**src/rtl/alu_arbiter.sv**
```systemverilog
// Two-requester front end for a single shared combinational ALU.
// Grants alternate on ties, one operation is in flight at a time, and mul
// occupies the ALU for MUL_LAT cycles before its result is captured.
//
// state | meaning
// IDLE  | no operation in flight; grant offered to a requester
// EXEC  | latched operation driven to the ALU; counter paces mul latency
// DONE  | result held on the response port until the consumer accepts
module alu_arbiter #(
  parameter int WIDTH   = 32,
  parameter int MUL_LAT = 3
) (
  input  logic             clk_i,
  input  logic             rst_i,
  input  logic             req0_valid_i,
  input  logic [2:0]       req0_ctrl_i,
  input  logic [WIDTH-1:0] req0_data1_i,
  input  logic [WIDTH-1:0] req0_data2_i,
  output logic             req0_ready_o,
  input  logic             req1_valid_i,
  input  logic [2:0]       req1_ctrl_i,
  input  logic [WIDTH-1:0] req1_data1_i,
  input  logic [WIDTH-1:0] req1_data2_i,
  output logic             req1_ready_o,
  output logic [2:0]       alu_ctrl_o,
  output logic [WIDTH-1:0] alu_data1_o,
  output logic [WIDTH-1:0] alu_data2_o,
  input  logic [WIDTH-1:0] alu_result_i,
  output logic             rsp_valid_o,
  output logic             rsp_id_o,
  output logic [WIDTH-1:0] rsp_data_o,
  input  logic             rsp_ready_i
);

  typedef enum logic [1:0] {IDLE, EXEC, DONE} state_t;

  localparam logic [2:0] CTRL_ADD = 3'b010;
  localparam logic [2:0] CTRL_MUL = 3'b011;
  localparam logic [3:0] MUL_CNT  = 4'(MUL_LAT - 1);

  state_t           state_q, state_d;
  logic             last_grant_q, last_grant_d;
  logic [3:0]       cnt_q, cnt_d;
  logic [2:0]       ctrl_q, ctrl_d;
  logic [WIDTH-1:0] data1_q, data1_d;
  logic [WIDTH-1:0] data2_q, data2_d;
  logic             id_q, id_d;
  logic             rsp_valid_q, rsp_valid_d;
  logic             rsp_id_q, rsp_id_d;
  logic [WIDTH-1:0] rsp_data_q, rsp_data_d;
  logic             grant0, grant1;

  // Arbitration: only in IDLE; on a tie the requester not served last wins.
  always_comb begin
    grant0 = 1'b0;
    grant1 = 1'b0;
    if (state_q == IDLE) begin
      if (req0_valid_i && req1_valid_i) begin
        if (last_grant_q) grant0 = 1'b1;
        else              grant1 = 1'b1;
      end else if (req0_valid_i) begin
        grant0 = 1'b1;
      end else if (req1_valid_i) begin
        grant1 = 1'b1;
      end
    end
  end

  assign req0_ready_o = grant0;
  assign req1_ready_o = grant1;

  // Next-state logic: capture on handshake, pace EXEC, hold result in DONE.
  always_comb begin
    state_d      = state_q;
    last_grant_d = last_grant_q;
    cnt_d        = cnt_q;
    ctrl_d       = ctrl_q;
    data1_d      = data1_q;
    data2_d      = data2_q;
    id_d         = id_q;
    rsp_valid_d  = rsp_valid_q;
    rsp_id_d     = rsp_id_q;
    rsp_data_d   = rsp_data_q;
    case (state_q)
      IDLE: begin
        if (grant0 || grant1) begin
          ctrl_d       = grant1 ? req1_ctrl_i  : req0_ctrl_i;
          data1_d      = grant1 ? req1_data1_i : req0_data1_i;
          data2_d      = grant1 ? req1_data2_i : req0_data2_i;
          id_d         = grant1;
          last_grant_d = grant1;
          cnt_d        = (ctrl_d == CTRL_MUL) ? MUL_CNT : 4'd0;
          state_d      = EXEC;
        end
      end
      EXEC: begin
        if (cnt_q == 4'd0) begin
          rsp_data_d  = alu_result_i;
          rsp_id_d    = id_q;
          rsp_valid_d = 1'b1;
          state_d     = DONE;
        end else begin
          cnt_d = cnt_q - 4'd1;
        end
      end
      DONE: begin
        if (rsp_ready_i) begin
          rsp_valid_d = 1'b0;
          state_d     = IDLE;
        end
      end
      default: state_d = IDLE;
    endcase
  end

  // State and datapath registers; reset discards any operation in flight.
  always_ff @(posedge clk_i or posedge rst_i) begin
    if (rst_i) begin
      state_q      <= IDLE;
      last_grant_q <= 1'b1;
      cnt_q        <= '0;
      ctrl_q       <= '0;
      data1_q      <= '0;
      data2_q      <= '0;
      id_q         <= 1'b0;
      rsp_valid_q  <= 1'b0;
      rsp_id_q     <= 1'b0;
      rsp_data_q   <= '0;
    end else begin
      state_q      <= state_d;
      last_grant_q <= last_grant_d;
      cnt_q        <= cnt_d;
      ctrl_q       <= ctrl_d;
      data1_q      <= data1_d;
      data2_q      <= data2_d;
      id_q         <= id_d;
      rsp_valid_q  <= rsp_valid_d;
      rsp_id_q     <= rsp_id_d;
      rsp_data_q   <= rsp_data_d;
    end
  end

  // ALU drive: a harmless add of zeros while idle, latched operation otherwise.
  always_comb begin
    alu_ctrl_o  = CTRL_ADD;
    alu_data1_o = '0;
    alu_data2_o = '0;
    if (state_q != IDLE) begin
      alu_ctrl_o  = ctrl_q;
      alu_data1_o = data1_q;
      alu_data2_o = data2_q;
    end
  end

  assign rsp_valid_o = rsp_valid_q;
  assign rsp_id_o    = rsp_id_q;
  assign rsp_data_o  = rsp_data_q;

endmodule

```
**config.mk**
```make
export PLATFORM = sky130hd
export DESIGN_NAME = alu_arbiter
export DESIGN_NICKNAME = d
export VERILOG_FILES = /design/src/rtl/alu_arbiter.sv
export SDC_FILE = /design/constraint.sdc
export NUM_CORES = 1
export LEC_CHECK = 0
export ABC_CLOCK_PERIOD_IN_PS = 5120
export CAP_MARGIN = 15
export CORE_UTILIZATION = 41
export DETAILED_ROUTE_END_ITERATION = 10
export PLACE_DENSITY = 0.9
export SLEW_MARGIN = 20
export SYNTH_ARGS = -nofsm -noshare
export SYNTH_HDL_FRONTEND = slang
export SYNTH_SLANG_ARGS = --single-unit
```
**constraint.sdc**
```tcl
create_clock -name clk_i -period 5.12 [get_ports clk_i]
set_input_delay 1.024 -clock clk_i [delete_from_list [all_inputs] [get_ports clk_i]]
set_output_delay 1.024 -clock clk_i [all_outputs]
set_load 0.05 [all_outputs]
```
==> results of run 1 <==
[sequential cells by signal, indices dropped and copies added, names as in the netlist]
signal	count
ctrl_q	3
id_q	1
data1_q	32
cnt_q	4
data2_q	32
last_grant_q	1
rsp_data_o	32
state_q	2
rsp_id_o	1
rsp_valid_o	1
[power by group]
part | switching [W] | internal, W
registers | 0.000220 | 0.00130
clock network | 0.000324 | 0.000437
logic | 0.00249 | 0.00150
[synth_stat cells, types with 2 or more instances]
cell and instances:
buf_4 7, mux2_2 6, nand2b_1 3, buf_6 5, o21ai_0 125, nand3_1 3, a21o_1 2, and2_1 67
nor2_1 3, o21ai_1 16, mux2_4 28, nand3b_1 2, dfrtp_1 108, mux2i_1 69, inv_1 5, clkbuf_1 27
ha_1 2
[final timing paths]
kind / to / slack [ns]
min: data1_q[3]$_DFFE_PP0P_ / 0.50
min in group asynchronous: data2_q[14]$_DFFE_PP0P_ / 1.17
max: req1_ready_o / 1.14
max in group asynchronous: data1_q[18]$_DFFE_PP0P_ / 3.06
max reg2reg: data1_q[12]$_DFFE_PP0P_ / 2.87
min reg2reg: data1_q[3]$_DFFE_PP0P_ / 0.50
[cells by family (layout without fill, tap and decap cells)]
| kind of cell | after synthesis | count (layout) |
|---|---|---|
| AO/OA/AOI/OAI | 147 | 147 |
| adder cells (fa/ha/maj) | 2 | 2 |
| buffers and inverters | 45 | 300 |
| flip-flops | 109 | 109 |
| multiplexers | 103 | 103 |
| AND/OR/NAND/NOR | 86 | 86 |
[metrics by stage]
step | area [µm²] | hold slack (ns) | utilization [%]
floorplan | 5483 | 0.4458 | -
global placement | 8267 | 0.4568 | 64.46
detailed placement | 8287 | 0.4886 | 64.61
CTS | 8618 | 0.5041 | 67.20
global route | 8648 | 0.5271 | 67.43
finish | 8648 | 0.4964 | 67.43
[layout make-up]
type | instances | area, µm²
clock buffer | 9 | 225.2
clock inverter | 7 | 106.4
fill | 948 | 4177
inverter | 5 | 23.77
multi-input combinational | 338 | 2539
sequential | 109 | 2729
tap | 172 | 215.2
timing repair buffer | 279 | 2810
[worst max-delay path, cell delays in order]
cell and delay, ns:
clkdlybuf4s50_1 0.62, a21boi_4 0.24, and2_1 0.20, clkdlybuf4s50_1 0.86
[layer usage]
metal  wire length, µm  part of all wire (%)
met5                 0                     0
met1              6001                    40
met2              7897                    52
met4               320                   2.1
met3               849                   5.6
==> qor.csv, run 1 <==
metric;value;unit
status;complete, no violations;
die_w;117.6;µm
antenna_found_initial;0;
place_worst_setup_slack;1.121;ns
grt_pass1_vias;4973;
synth_async_sr_flop_share;100.0;%
place_inst;902;
syn_inst;492;
drive_above_1_share;8.835;%
clock_path_buffers;2;
min_path_type;reg -> reg;
synth.area.mux_share;21.50;%
grtUsageTotal;22.19;%
fp-row-count;41;
synth_cell_types;31;
stdcell_count;919;
cellLeakagePower;3.682;nW
syn-cell-area;5483;µm²
cts_tree;done;
fin_ws;1.144;ns
detail-route-antenna-nets;0;
max_clock_freq;0.2515;GHz
setup-tns-final;0;ns
vias_per_cell;5.102;
endpoint_kind;primary output;
synth.net_count;665;
fin_skew;0.009559;ns
setup_viol;0;
top_usage_layer;met2;
post-route-min-period;3.976;ns
finalCritPeriodShare;77.65;%
p_total;0.006277;W
vias;4689;
cts_resized;0;
setup.worst_path.start;req1_valid_i;
synth_top_family_by_area;multiplexers;
tightestPinTransition;0.8422;ns
worst-path-max-fanout;4;
root_buffer;clkbuf_16;
path_class;in -> out;
synth_edf_count;0;
drt-total-wl;15070;µm
grt_max_degree;140;
hpwlAfterDp;11020;µm
grt_use_met1;25.65;%
worstSkewPairLatency;0.35;ns
rsz0062_at_grt;no;
core_area;12820;µm²
maxCapViolCount;0;
ys_top_cells_by_area;dfrtp_1 (49%), mux2i_1 (13%), o21ai_0 (11%);
hold_start;data1_q[3]$_DFFE_PP0P_;
slew_headroom;43.85;%
nets;915;
cp.arrival;2.95;ns
final_hold_viol_count;0;
final_cell_mix;clkdlybuf4s50_1 (273), o21ai_0 (125), dfrtp_1 (108);
use_met3;4.893;%
synth_xor_area_share;0;%
drcViolationCount;0;
areaGrowthSynthToFinish;57.74;%
ys.flop_type;dfrtp_1;
synth-seq-area-share;49.77;%
cts_sinks;109;
ys_seq_elements;109;
grt_pass1_wl;24650;µm
reg2reg_depth;5;
whs_path_depth;2;
grt_util_met2;40.04;%
wire_per_inst;16.40;µm
port_buffers;273;
cts_setup_buffers;0;
layout_commonest_cell;clkdlybuf4s50_1;
synth_compound_area_share;13.85;%
die_h;117.6;µm
drt-pass1-iter-count;5;
yosysTopAreaCellShare;49.29;%
cts_hold_buf;0;
clkTransAtPathRegs;0.07;ns
pin_count;274;
worst_setup_path_start_kind;input port;
slew_violations;0;
irDropWorstVdd;0.0004688;V
start_util;42.75;%
syn_area_per_cell;11.14;µm²
gp_congestion;0.7899;
drtIter0Drc;259;
cts_made_buffers;9;
synthAdderAreaFrac;0.4564;%
synth_area_leader_cell;dfrtp_1;
cp.required;4.10;ns
die_area;13840;µm²
yosys.area_share.simple;9.973;%
power.density;725.8;nW/µm²
diodes;0;
cts_max_level;3;
grt.overflow.total;0;
ys_warn_count;0;
rr_startpoint;last_grant_q$_DFFE_PP1P_;
Note: power is estimated with default switching activity, not from simulation.
==> run 2: changes to the inputs <==
--- a/config.mk
+++ b/config.mk
@@ -5,7 +5,7 @@
 export SDC_FILE = /design/constraint.sdc
 export NUM_CORES = 1
 export LEC_CHECK = 0
-export ABC_CLOCK_PERIOD_IN_PS = 5120
+export ABC_CLOCK_PERIOD_IN_PS = 4100
 export CAP_MARGIN = 15
 export CORE_UTILIZATION = 41
 export DETAILED_ROUTE_END_ITERATION = 10
==> constraint.sdc (replaced) <==
create_clock -name clk_i -period 4.1 [get_ports clk_i]
set_input_delay 0.82 -clock clk_i [delete_from_list [all_inputs] [get_ports clk_i]]
set_output_delay 0.82 -clock clk_i [all_outputs]
set_load 0.05 [all_outputs]
==> run 2 against run 1 <==
  * First-iteration DRC count is 24% lower
  * Register-to-register slack got worse by 0.79 ns
  * Worst hold slack lost 0.0097 ns
  * Wire length increased by 0.59%
  * Global-route usage about the same
  * Core utilization grew 0.22 points
  * Count of clock-buffer cells in the layout up 1
  * Critical endpoint is now req0_ready_o
  * Largest power group unchanged
==> qor.csv, run 2 (same netlist as run 1, synthesis figures left out) <==
metric;value;unit;change
start_util;42.75;%;unchanged
power.density;909.0;nW/µm²;+25%
final_hold_viol_count;0;;unchanged
cts_made_buffers;9;;unchanged
die_area;13840;µm²;unchanged
setup-tns-final;0;ns;unchanged
vias;4697;;+0.17%
timing.hold.ws;0.4867;ns;-0.009670 ns
port_buffers;273;;unchanged
fin_skew;0.006151;ns;-0.003408 ns
nFillCells;938;;-1.1%
post-route-util;67.66;%;+0.22 points
cts_hold_buf;0;;unchanged
cts_resized;0;;unchanged
finalCritPeriodShare;82.80;%;
root_buffer;clkbuf_16;;
cts_max_level;3;;unchanged
place_area;8329;µm²;+0.51%
post-route-min-period;3.395;ns;
cts_setup_buffers;0;;unchanged
tightestPinTransition;0.6564;ns;-0.1858 ns
grt_pass1_vias;4916;;-1.1%
path_class;in -> out;;
setup_viol;0;;unchanged
drive_above_1_share;8.969;%;+0.13 points
drtIter0Drc;197;;-24%
slew_violations;0;;unchanged
grtUsageTotal;22.14;%;-0.046 points
die_h;117.6;µm;unchanged
die_w;117.6;µm;unchanged
grt.overflow.total;0;;unchanged
areaGrowthSynthToFinish;58.26;%;
layout_commonest_cell;clkdlybuf4s50_1;;
cellLeakagePower;3.699;nW;+0.47%
irDropWorstVdd;0.0006029;V;+29%
drt-total-wl;15160;µm;+0.59%
worst_setup_path_start_kind;input port;;
cts_sinks;109;;unchanged
antenna_found_initial;0;;unchanged
worst-path-max-fanout;4;;unchanged
pin_count;274;;unchanged
worstSkewPairLatency;0.34;ns;about the same
diodes;0;;unchanged
maxCapViolCount;0;;unchanged
drcViolationCount;0;;unchanged
design_area;8677;µm²;+0.33%
clkTransAtPathRegs;0.07;ns;about the same
gp_congestion;0.8221;;+4.1%
grt_pass1_wl;24590;µm;-0.25%
slew_headroom;56.24;%;+12 points
rsz0062_at_grt;no;;
detail-route-antenna-nets;0;;unchanged
status;complete, no violations;;
vias_per_cell;5.111;;+0.17%
endpoint_kind;primary output;;
hpwlAfterDp;11230;µm;+1.9%
wire_per_inst;16.49;µm;+0.59%
clock_path_buffers;2;;unchanged
max_clock_freq;0.2946;GHz;
fp-row-count;41;;unchanged
core_area;12820;µm²;unchanged
nets;915;;unchanged
final_cell_mix;clkdlybuf4s50_1 (272), o21ai_0 (125), dfrtp_1 (108);;
cp.arrival;2.57;ns;-0.38 ns
cts_tree;done;;
cp.required;3.28;ns;-0.82 ns
drt-pass1-iter-count;4;;-1
min_path_type;reg -> reg;;
grt_max_degree;72;;-49%
-- run 2: cell count changes in the layout (fill, tap and decap cells not counted), sizes merged --
cell / previous run / this run
inv: 7 / 6
clkinv: 3 / 2
bufinv: 2 / 3
clkbuf: 9 / 10
clkdlybuf4s50: 273 / 272
buf: 6 / 7
-- run 2: per-layer routing --
metal / global-route usage (%) / routed length, µm / vias up
met5: 0 / 0 / -
met4: 10.66 / 521 / 0
met3: 3.537 / 859 / 36
met2: 40.22 / 7910 / 194
met1: 25.15 / 5866 / 2248
li1: - / - / 2219
-- run 2: final timing paths --
| kind | cells after the start | start | slack [ns] | endpoint |
|---|---|---|---|---|
| hold / removal | 1 | id_q$_DFFE_PP0P_ | 0.49 | id_q$_DFFE_PP0P_ |
| max in group asynchronous | 3 | rst_i | 2.38 | last_grant_q$_DFFE_PP1P_ |
| min in group asynchronous | 2 | rst_i | 0.91 | data2_q[27]$_DFFE_PP0P_ |
| setup / recovery | 4 | req0_valid_i | 0.71 | req0_ready_o |
| hold reg to reg | 1 | id_q$_DFFE_PP0P_ | 0.49 | id_q$_DFFE_PP0P_ |
| setup reg to reg | 5 | cnt_q[0]$_DFFE_PP0P_ | 2.08 | rsp_data_o[15]$_DFFE_PP0P_ |
-- run 2: where the power goes --
| part | total [W] | leakage [nW] | switching, W | internal, W |
|---|---|---|---|---|
| sequential | 0.00190 | 1.32 | 0.000274 | 0.00162 |
| combinational | 0.00500 | 2.21 | 0.00311 | 0.00188 |
| clock | 0.000995 | 0.173 | 0.000381 | 0.000614 |
| total | 0.00789 | 3.70 | 0.00377 | 0.00412 |
-- run 2: critical path: stages --
cell	delay, ns
clkdlybuf4s50_1	0.66
o21ai_0	0.14
nor2_1	0.13
clkdlybuf4s50_1	0.81
-- run 2: final cells by class --
cell class	count	area (µm²)	share of cell area [%]
inverters	5	21.27	0.2451
well taps	172	215.2	2.480
clock inverters	6	108.9	1.255
flip-flops and latches	109	2729	31.45
repair buffers	279	2825	32.56
multi-input cells	338	2539	29.26
clock buffers	10	239.0	2.754
-- run 2: metrics by stage --
step	total power, W	cells	setup WS, ns
2_1_floorplan	0.005315	492	0.4077
3_3_place_gp	0.006788	903	0.7605
3_5_place_dp	0.006926	903	0.7206
4_1_cts	0.007952	919	0.7028
5_1_grt	0.008279	919	0.6487
6_report	0.007887	919	0.7052
==> run 3: changes to the inputs <==
--- a/config.mk
+++ b/config.mk
@@ -5,7 +5,7 @@
 export SDC_FILE = /design/constraint.sdc
 export NUM_CORES = 1
 export LEC_CHECK = 0
-export ABC_CLOCK_PERIOD_IN_PS = 4100
+export ABC_CLOCK_PERIOD_IN_PS = 3500
 export CAP_MARGIN = 15
 export CORE_UTILIZATION = 41
 export DETAILED_ROUTE_END_ITERATION = 10
==> constraint.sdc (replaced) <==
create_clock -name clk_i -period 3.5 [get_ports clk_i]
set_input_delay 0.7 -clock clk_i [delete_from_list [all_inputs] [get_ports clk_i]]
set_output_delay 0.7 -clock clk_i [all_outputs]
set_load 0.05 [all_outputs]
==> run 3 against run 2 <==
  * Sequential share of layout area hardly changed
  * Register-to-register slack worse by 0.53 ns
  * Largest cell class unchanged
  * Worst hold slack worse by 0.0059 ns
  * Largest power group unchanged
  * Global-route usage is 0.12 points lower
  * Flip-flop and latch count stayed put
  * Critical path depth stayed put
  * Highest routed layer unchanged
==> qor.csv, run 3 (same netlist as run 1, synthesis figures left out) <==
metric;value;unit;change
status;complete, no violations;;
p_total;0.009161;W;+16%
die_w;117.6;µm;unchanged
grt.overflow.total;0;;unchanged
rrSetupSlack;1.55;ns;-0.53 ns
areaGrowthSynthToFinish;58.17;%;about the same
power.density;1056;nW/µm²;+16%
diodes;0;;unchanged
root_buffer;clkbuf_16;;
drtIter0Drc;255;;+29%
vias;4668;;-0.62%
slew_violations;0;;unchanged
cts_setup_buffers;0;;unchanged
die_area;13840;µm²;unchanged
p_sw_share;48.60;%;+0.84 points
fp-row-count;41;;unchanged
finalCritPeriodShare;91.20;%;
endpoint_kind;primary output;;
layout_commonest_cell;clkdlybuf4s50_1;;
maxCapViolCount;0;;unchanged
slew_headroom;52.81;%;-3.4 points
drt-total-wl;14980;µm;-1.2%
fin_ws;0.3079;ns;-0.3973 ns
netSwitchingPower;0.004452;W;+18%
rsz0062_at_grt;no;;
drive_above_1_share;8.957;%;-0.012 points
drt-pass1-iter-count;4;;unchanged
intPower;0.004709;W;+14%
irDropWorstVdd;0.0007042;V;+17%
worst-path-max-fanout;71;;+67
post-route-min-period;3.192;ns;
grt_max_degree;110;;+53%
place_worst_setup_slack;0.4550;ns;-0.2656 ns
path_class;reg -> out;;
cts_sinks;109;;unchanged
port_buffers;273;;unchanged
clock_path_buffers;2;;unchanged
grt_pass1_wl;24460;µm;-0.53%
cts_hold_buf;0;;unchanged
max_clock_freq;0.3133;GHz;
clkPwrFrac;11.5;%;-1.1 points
final_hold_viol_count;0;;unchanged
combPwrFrac;64.2;%;+0.9 points
setup-tns-final;0;ns;unchanged
final_cell_mix;clkdlybuf4s50_1 (272), o21ai_0 (125), dfrtp_1 (108);;
grtUsageTotal;22.02;%;-0.12 points
core_area;12820;µm²;unchanged
fin_skew;0.01076;ns;+0.004611 ns
die_h;117.6;µm;unchanged
worst_setup_path_start_kind;register;;
gp_congestion;0.7941;;-3.4%
min_path_type;reg -> reg;;
start_util;42.75;%;unchanged
p_seq_share;24.3;%;+0.2 points
vias_per_cell;5.074;;-0.73%
cts_made_buffers;9;;unchanged
clkTransAtPathRegs;0.08;ns;about the same
wire_per_inst;16.29;µm;-1.3%
cp.required;2.80;ns;-0.48 ns
pin_count;274;;unchanged
cp.arrival;2.49;ns;-0.08 ns
grt_pass1_vias;4806;;-2.2%
nets;916;;+0.11%
cts_resized;0;;unchanged
cts_max_level;3;;unchanged
setup_viol;0;;unchanged
detail-route-antenna-nets;0;;unchanged
hpwlAfterDp;11000;µm;-2.0%
cellLeakagePower;3.684;nW;-0.41%
worstSkewPairLatency;0.35;ns;about the same
cts_tree;done;;
antenna_found_initial;0;;unchanged
drcViolationCount;0;;unchanged
tightestPinTransition;0.7052;ns;+0.04882 ns
==> run 3: cell count changes in the layout (fill, tap and decap cells not counted), moves of 2 or more <==
cell / delta
bufinv_16: -2
clkinvlp_4: +2
clkinv_2: -2
buf_12: +2
==> run 3: per-stage QoR <==
| stage | hold slack (ns) | cells | area (µm²) | util, % |
|---|---|---|---|---|
| finish | 0.4808 | 920 | 8672 | 67.62 |
| detailed placement | 0.4677 | 904 | 8363 | 65.21 |
| floorplan | 0.4458 | 492 | 5487 | - |
| global placement | 0.4707 | 904 | 8363 | 65.21 |
| global route | 0.5184 | 920 | 8672 | 67.62 |
| CTS | 0.4850 | 920 | 8672 | 67.62 |
==> run 3: path summary, 6_finish.rpt <==
check | start | end | cells after the start
worst max register to register | cnt_q[0]$_DFFE_PP0P_ | rsp_data_o[18]$_DFFE_PP0P_ | 5
worst min register to register | id_q$_DFFE_PP0P_ | id_q$_DFFE_PP0P_ | 1
worst max-delay path | state_q[0]$_DFFE_PP0P_ | alu_data1_o[13] | 4
worst min-delay path | id_q$_DFFE_PP0P_ | id_q$_DFFE_PP0P_ | 1
max in group asynchronous | rst_i | rsp_data_o[30]$_DFFE_PP0P_ | 3
min in group asynchronous | rst_i | data2_q[30]$_DFFE_PP0P_ | 3
==> run 3: area by class of cell <==
cell class | count | area, µm²
multi-input cells | 338 | 2539
inverters | 5 | 22.52
clock buffers | 11 | 242.7
flip-flops and latches | 109 | 2729
repair buffers | 280 | 2858
well taps | 172 | 215.2
clock inverters | 5 | 66.31
fillers | 963 | 4153
==> run 3: power groups by stage <==
stage | clock network, W | registers [W] | logic, W
after global placement | 0 | 0.00219 | 0.00577
after CTS | 0.00107 | 0.00223 | 0.00593
after detailed placement | 0 | 0.00224 | 0.00590
after floorplan | 0 | 0.00285 | 0.00337
final | 0.00105 | 0.00223 | 0.00588
after global routing | 0.00113 | 0.00231 | 0.00619
==> run 3: layer usage <==
layer	routed length, µm	up-vias	global-route usage (%)	part of all wire, %
met5	0	-	0	0
met4	291	0	5.769	1.9
met3	913	19	6.783	6.1
met2	7909	182	39.89	53
met1	5868	2245	24.88	39
li1	-	2222	-	-
==> run 3: worst max-delay path: stages, from the launching register on <==
cell and delay, ns:
dfrtp_1 0.40, or2_4 0.40, buf_12 0.28, and2_1 0.18
clkdlybuf4s50_1 0.82
